$ cat src/rtl/vec_pkg.sv
// Shared constants, opcode encoding and FSM states for the vector op sequencer.
package vec_pkg;

    localparam int NUM_ELEMS = 5;
    localparam int DATA_W    = 32;
    localparam int REG_AW    = 4;

    localparam logic [2:0] OP_ADD = 3'b000;
    localparam logic [2:0] OP_SUB = 3'b001;
    localparam logic [2:0] OP_AND = 3'b010;
    localparam logic [2:0] OP_ORR = 3'b011;
    localparam logic [2:0] OP_EOR = 3'b100;
    localparam logic [2:0] OP_MUL = 3'b101;
    localparam logic [2:0] OP_MIN = 3'b110;
    localparam logic [2:0] OP_MAX = 3'b111;

    typedef enum logic [1:0] {
        ST_IDLE  = 2'd0,
        ST_LOAD  = 2'd1,
        ST_EXEC  = 2'd2,
        ST_WRITE = 2'd3
    } state_t;

endpackage

$ cat src/rtl/vec_elem_alu.sv
// Combinational single-element ALU, shared across all vector elements.
module vec_elem_alu
    import vec_pkg::*;
(
    input  logic [DATA_W-1:0] a,
    input  logic [DATA_W-1:0] b,
    input  logic [2:0]        op,
    output logic [DATA_W-1:0] y
);

    // Only the low half of the product is ever needed.
    logic [DATA_W-1:0] prod_lo;
    assign prod_lo = a * b;

    always_comb begin
        y = '0;
        case (op)
            OP_ADD:  y = a + b;
            OP_SUB:  y = a - b;
            OP_AND:  y = a & b;
            OP_ORR:  y = a | b;
            OP_EOR:  y = a ^ b;
            OP_MUL:  y = prod_lo;
            OP_MIN:  y = ($signed(a) < $signed(b)) ? a : b;
            OP_MAX:  y = ($signed(a) > $signed(b)) ? a : b;
            default: y = '0;
        endcase
    end

endmodule

$ cat src/rtl/vec_op_sequencer.sv
// Sequences one element-wise vector instruction: read both sources, compute one
// element per cycle through a shared ALU, then write the whole result vector.
module vec_op_sequencer
    import vec_pkg::*;
(
    input  logic                        clk,
    input  logic                        reset,
    input  logic                        start,
    input  logic [2:0]                  op,
    input  logic                        scalar_sel,
    input  logic [DATA_W-1:0]           scalar_in,
    input  logic [REG_AW-1:0]           src1_in,
    input  logic [REG_AW-1:0]           src2_in,
    input  logic [REG_AW-1:0]           dst_in,
    output logic                        busy,
    output logic                        done,
    output logic [NUM_ELEMS-1:0]        zero_mask,
    output logic [REG_AW-1:0]           va1,
    output logic [REG_AW-1:0]           va2,
    input  logic [DATA_W*NUM_ELEMS-1:0] vr1,
    input  logic [DATA_W*NUM_ELEMS-1:0] vr2,
    output logic [REG_AW-1:0]           vd2,
    output logic [DATA_W*NUM_ELEMS-1:0] wd2,
    output logic                        we
);

    localparam int IDX_W = $clog2(NUM_ELEMS);
    localparam logic [IDX_W-1:0] LAST_IDX = IDX_W'(NUM_ELEMS - 1);

    state_t             state_reg;
    logic [2:0]         op_reg;
    logic               sel_reg;
    logic [DATA_W-1:0]  scalar_reg;
    logic [IDX_W-1:0]   idx_reg;
    logic [DATA_W-1:0]  a_reg   [NUM_ELEMS];
    logic [DATA_W-1:0]  b_reg   [NUM_ELEMS];
    logic [DATA_W-1:0]  res_reg [NUM_ELEMS];

    logic [DATA_W-1:0]  alu_b;
    logic [DATA_W-1:0]  alu_y;
    logic [NUM_ELEMS-1:0] res_zero;

    assign alu_b = sel_reg ? scalar_reg : b_reg[idx_reg];

    vec_elem_alu u_alu (
        .a  (a_reg[idx_reg]),
        .b  (alu_b),
        .op (op_reg),
        .y  (alu_y)
    );

    // Write data is a direct view of the result buffer, so it reads zero after reset.
    generate
        for (genvar gi = 0; gi < NUM_ELEMS; gi++) begin : g_pack
            assign wd2[gi*DATA_W +: DATA_W] = res_reg[gi];
            assign res_zero[gi] = (res_reg[gi] == '0);
        end
    endgenerate

    always_ff @(posedge clk or posedge reset) begin
        if (reset) begin
            state_reg  <= ST_IDLE;
            op_reg     <= '0;
            sel_reg    <= 1'b0;
            scalar_reg <= '0;
            idx_reg    <= '0;
            busy       <= 1'b0;
            done       <= 1'b0;
            we         <= 1'b0;
            va1        <= '0;
            va2        <= '0;
            vd2        <= '0;
            zero_mask  <= '0;
            for (int i = 0; i < NUM_ELEMS; i++) begin
                a_reg[i]   <= '0;
                b_reg[i]   <= '0;
                res_reg[i] <= '0;
            end
        end else begin
            case (state_reg)
                ST_IDLE: begin
                    if (start) begin
                        op_reg     <= op;
                        sel_reg    <= scalar_sel;
                        scalar_reg <= scalar_in;
                        va1        <= src1_in;
                        va2        <= src2_in;
                        vd2        <= dst_in;
                        busy       <= 1'b1;
                        state_reg  <= ST_LOAD;
                    end
                end
                ST_LOAD: begin
                    // Buffering here makes dst/src aliasing see pre-write values.
                    for (int i = 0; i < NUM_ELEMS; i++) begin
                        a_reg[i] <= vr1[i*DATA_W +: DATA_W];
                        b_reg[i] <= vr2[i*DATA_W +: DATA_W];
                    end
                    idx_reg   <= '0;
                    state_reg <= ST_EXEC;
                end
                ST_EXEC: begin
                    res_reg[idx_reg] <= alu_y;
                    idx_reg          <= idx_reg + IDX_W'(1);
                    if (idx_reg == LAST_IDX) begin
                        we        <= 1'b1;
                        done      <= 1'b1;
                        state_reg <= ST_WRITE;
                    end
                end
                ST_WRITE: begin
                    we        <= 1'b0;
                    done      <= 1'b0;
                    busy      <= 1'b0;
                    zero_mask <= res_zero;
                    state_reg <= ST_IDLE;
                end
                default: state_reg <= ST_IDLE;
            endcase
        end
    end

endmodule

$ cat config.mk
export PLATFORM = sky130hd
export DESIGN_NAME = vec_op_sequencer
export DESIGN_NICKNAME = d
export VERILOG_FILES = /design/src/rtl/vec_pkg.sv /design/src/rtl/vec_elem_alu.sv /design/src/rtl/vec_op_sequencer.sv
export SDC_FILE = /design/constraint.sdc
export NUM_CORES = 2
export LEC_CHECK = 0
export ABC_CLOCK_PERIOD_IN_PS = 22100
export CAP_MARGIN = 20
export CORE_MARGIN = 2
export CORE_UTILIZATION = 30
export DETAILED_ROUTE_END_ITERATION = 16
export GPL_ROUTABILITY_DRIVEN = 0
export HOLD_SLACK_MARGIN = 0.06
export PLACE_DENSITY_LB_ADDON = 0.12
export SLEW_MARGIN = 30
export SYNTH_ARGS = -nofsm -noshare
export SYNTH_HDL_FRONTEND = slang
export SYNTH_SLANG_ARGS = --single-unit
$ cat constraint.sdc
create_clock -name clk -period 22.1 [get_ports clk]
set_clock_uncertainty 0.05 [all_clocks]
set_input_delay 4.42 -clock clk [delete_from_list [all_inputs] [get_ports clk]]
set_output_delay 4.42 -clock clk [all_outputs]
set_load 0.005 [all_outputs]
==> results.json <==
{
  "multiInputGateArea_sq_mm": 0.02794,
  "slowest_delay_ns": 0.90,
  "drtAntennaViolNets": 0,
  "syn_nets": 5529,
  "core_area_sq_mm": 0.1471,
  "grt_usage_pct": 24.89,
  "ys_async_sr_fraction_pct": 100.0,
  "start_kind": "flop",
  "drt_iter0_markers": 2926,
  "viasPerCell": 5.265,
  "finalMaxSlewViolations": 0,
  "routedWlPerCell_um": 27.24,
  "grt_antenna_before_repair": 52,
  "die_y_um": 388.3,
  "hold_violations": 0,
  "cts_tree": "done",
  "dp_hpwl_mm": 145.2,
  "drt_pass1_iterations": 7,
  "cp_slowest_cell": "clkinv_1",
  "num_rows": 141,
  "final.min_clock_period_ns": 11.18,
  "grt_overflow": 0,
  "cap_violations": 0,
  "portBuffers": 550,
  "register_area_sq_mm": 0.01352,
  "drive_above_1_share_pct": 14.39,
  "clock-sinks": 540,
  "cts-root-buf": "clkbuf_16",
  "htree_levels": 2,
  "netlist_instances": 4523,
  "synth_warnings": 0,
  "outcome": "finished, final reports clean",
  "fmaxAchievable_mhz": 89.45,
  "yosysTopAreaCell": "dfrtp_1",
  "die_w_um": 388.3,
  "worst_pin_slew_ns": 1.071,
  "syn_avg_cell_area_sq_um": 9.797,
  "crit_required_ns": 22.60,
  "post_cts_buffers": 0,
  "synth_edf_count": 0,
  "setup_viol": 0,
  "num_vias": 36760,
  "ys_types": 93,
  "max_slew_margin_pct": 28.41,
  "synth_area_leaders": "dfrtp_1, fa_1, mux2_2, ha_1, inv_1",
  "r2r_slack_ns": 10.92,
  "finalWirelength_mm": 190.2,
  "postSynthRegisterBits": 540,
  "critPathKind": "reg -> reg",
  "cp_common_cell": "fa_1",
  "grt_pass1_vias": 37730,
  "critPathArrivalTime_ns": 11.67,
  "fin_crit_sh_pct": 50.59,
  "clk_latency_ns": 0.72,
  "setup_tns_ns": 0,
  "grt_max_degree": 179,
  "holdBufCountCts": 0,
  "synth_top_area_share_pct": 30.50,
  "hold_class": "reg -> reg",
  "dieArea_sq_mm": 0.1508,
  "cp_max_fo": 53,
  "synthTopCellsByCount": "dfrtp_1, inv_1, nor2_1",
  "syn_area_sq_mm": 0.04431,
  "grt_pass1_wl_mm": 275.6,
  "endpoint_kind": "flop",
  "nets": 5993,
  "clkTransAtPathRegs_ns": 0.06,
  "start_util_pct": 30.12,
  "cts.repair.resized": 0,
  "pin_count": 551,
  "area_growth_pct": 23.29,
  "drc": 0,
  "rsz0062_at_grt": "false",
  "fillCellCount": 15040,
  "yosysSeqAreaShare_pct": 30.50,
  "cts_buffer_depth": 3,
  "synth-main-ff-cell": "dfrtp_1",
  "cts_buffers": 61,
  "yosysMostFrequentCell": "dfrtp_1"
}
[final cells by class]
class	instances	area share, %
tap	1930	4.420
clock inverter	29	0.9322
antenna	14	0.06413
inverter	495	3.415
clock buffer	85	3.179
timing repair buffer	684	12.09
sequential	540	24.75
multi-input combinational	3205	51.15
[cell families after synthesis]
kind of cell | Yosys count | share of synthesized area (%)
AO/OA/AOI/OAI | 837 | 11.94
XOR/XNOR | 104 | 2.476
adder cells (fa/ha/maj) | 635 | 24.88
buffers and inverters | 778 | 6.972
flip-flops | 540 | 30.50
multiplexers | 482 | 12.21
AND/OR/NAND/NOR | 1147 | 11.03
[path summary, 6_finish.rpt]
| kind | to | cells past startpoint | startpoint |
|---|---|---|---|
| max | wd2[127] | 30 | idx_reg[2] |
| min in group asynchronous | zero_mask[2] | 2 | reset |
| min | b_reg[127] | 1 | b_reg[127] |
| min reg2reg | b_reg[127] | 1 | b_reg[127] |
| max reg2reg | wd2[127] | 30 | idx_reg[2] |
| max in group asynchronous | va2[0] | 5 | reset |
[worst max-delay path, delay by kind of cell (launching register included)]
family	cells	cell delay, ns
AOI/OAI and AO/OA	4	1.41
xor gates and xnor gates	9	2.43
adders and majority gates	8	3.75
buffers and inverters	7	2.21
DFF	1	0.57
and+or+nand+nor	2	0.56
[placed cells by master (no fill, tap or decap), types with 14 or more instances in the layout]
cell type        count
o22a_1              23
nand2b_1            28
clkbuf_16           61
nand4_1             15
buf_4              127
diode_2             14
mux2_2             396
ha_1               224
a22oi_1             31
a31oi_1             18
dfrtp_1            535
xor2_1              26
nor2_1             462
nand3_1             28
o21ai_0            266
o21bai_1            18
nor4_1              43
o22ai_1             37
a21o_1              44
o21a_1              15
o221ai_1            22
fa_1               410
clkdlybuf4s50_1    550
a221oi_1            15
nand2_1            433
inv_1              474
nor3_1              46
a21oi_1            201
xnor2_1             64
mux2i_1             69
[metrics by stage]
| stage | setup WS, ns | std cells | util [%] | hold slack, ns | area (sq um) |
|---|---|---|---|---|---|
| after global placement | 11.16 | 6851 | 35.47 | 0.4311 | 52190 |
| after global routing | 10.44 | 6974 | 37.12 | 0.4609 | 54610 |
| after detailed placement | 10.98 | 6851 | 35.52 | 0.4354 | 52260 |
| final | 10.92 | 6982 | 37.13 | 0.4479 | 54630 |
| after CTS | 10.99 | 6965 | 37.04 | 0.4497 | 54500 |
| after floorplan | 2.536 | 4523 | - | 0.4201 | 44310 |
[metal layers]
metal | part of all wire, % | wire, um | global-route usage, % | up-vias
li1 | - | - | - | 16070
met4 | 2.6 | 5003 | 6.176 | 72
met1 | 43 | 81190 | 33.27 | 18900
met5 | 0.24 | 454 | 0 | -
met2 | 47 | 88630 | 40.51 | 1412
met3 | 7.8 | 14900 | 5.824 | 314
Power is not shown: default switching activity piles up to over one toggle a cycle in this logic, so the estimate is an artifact.
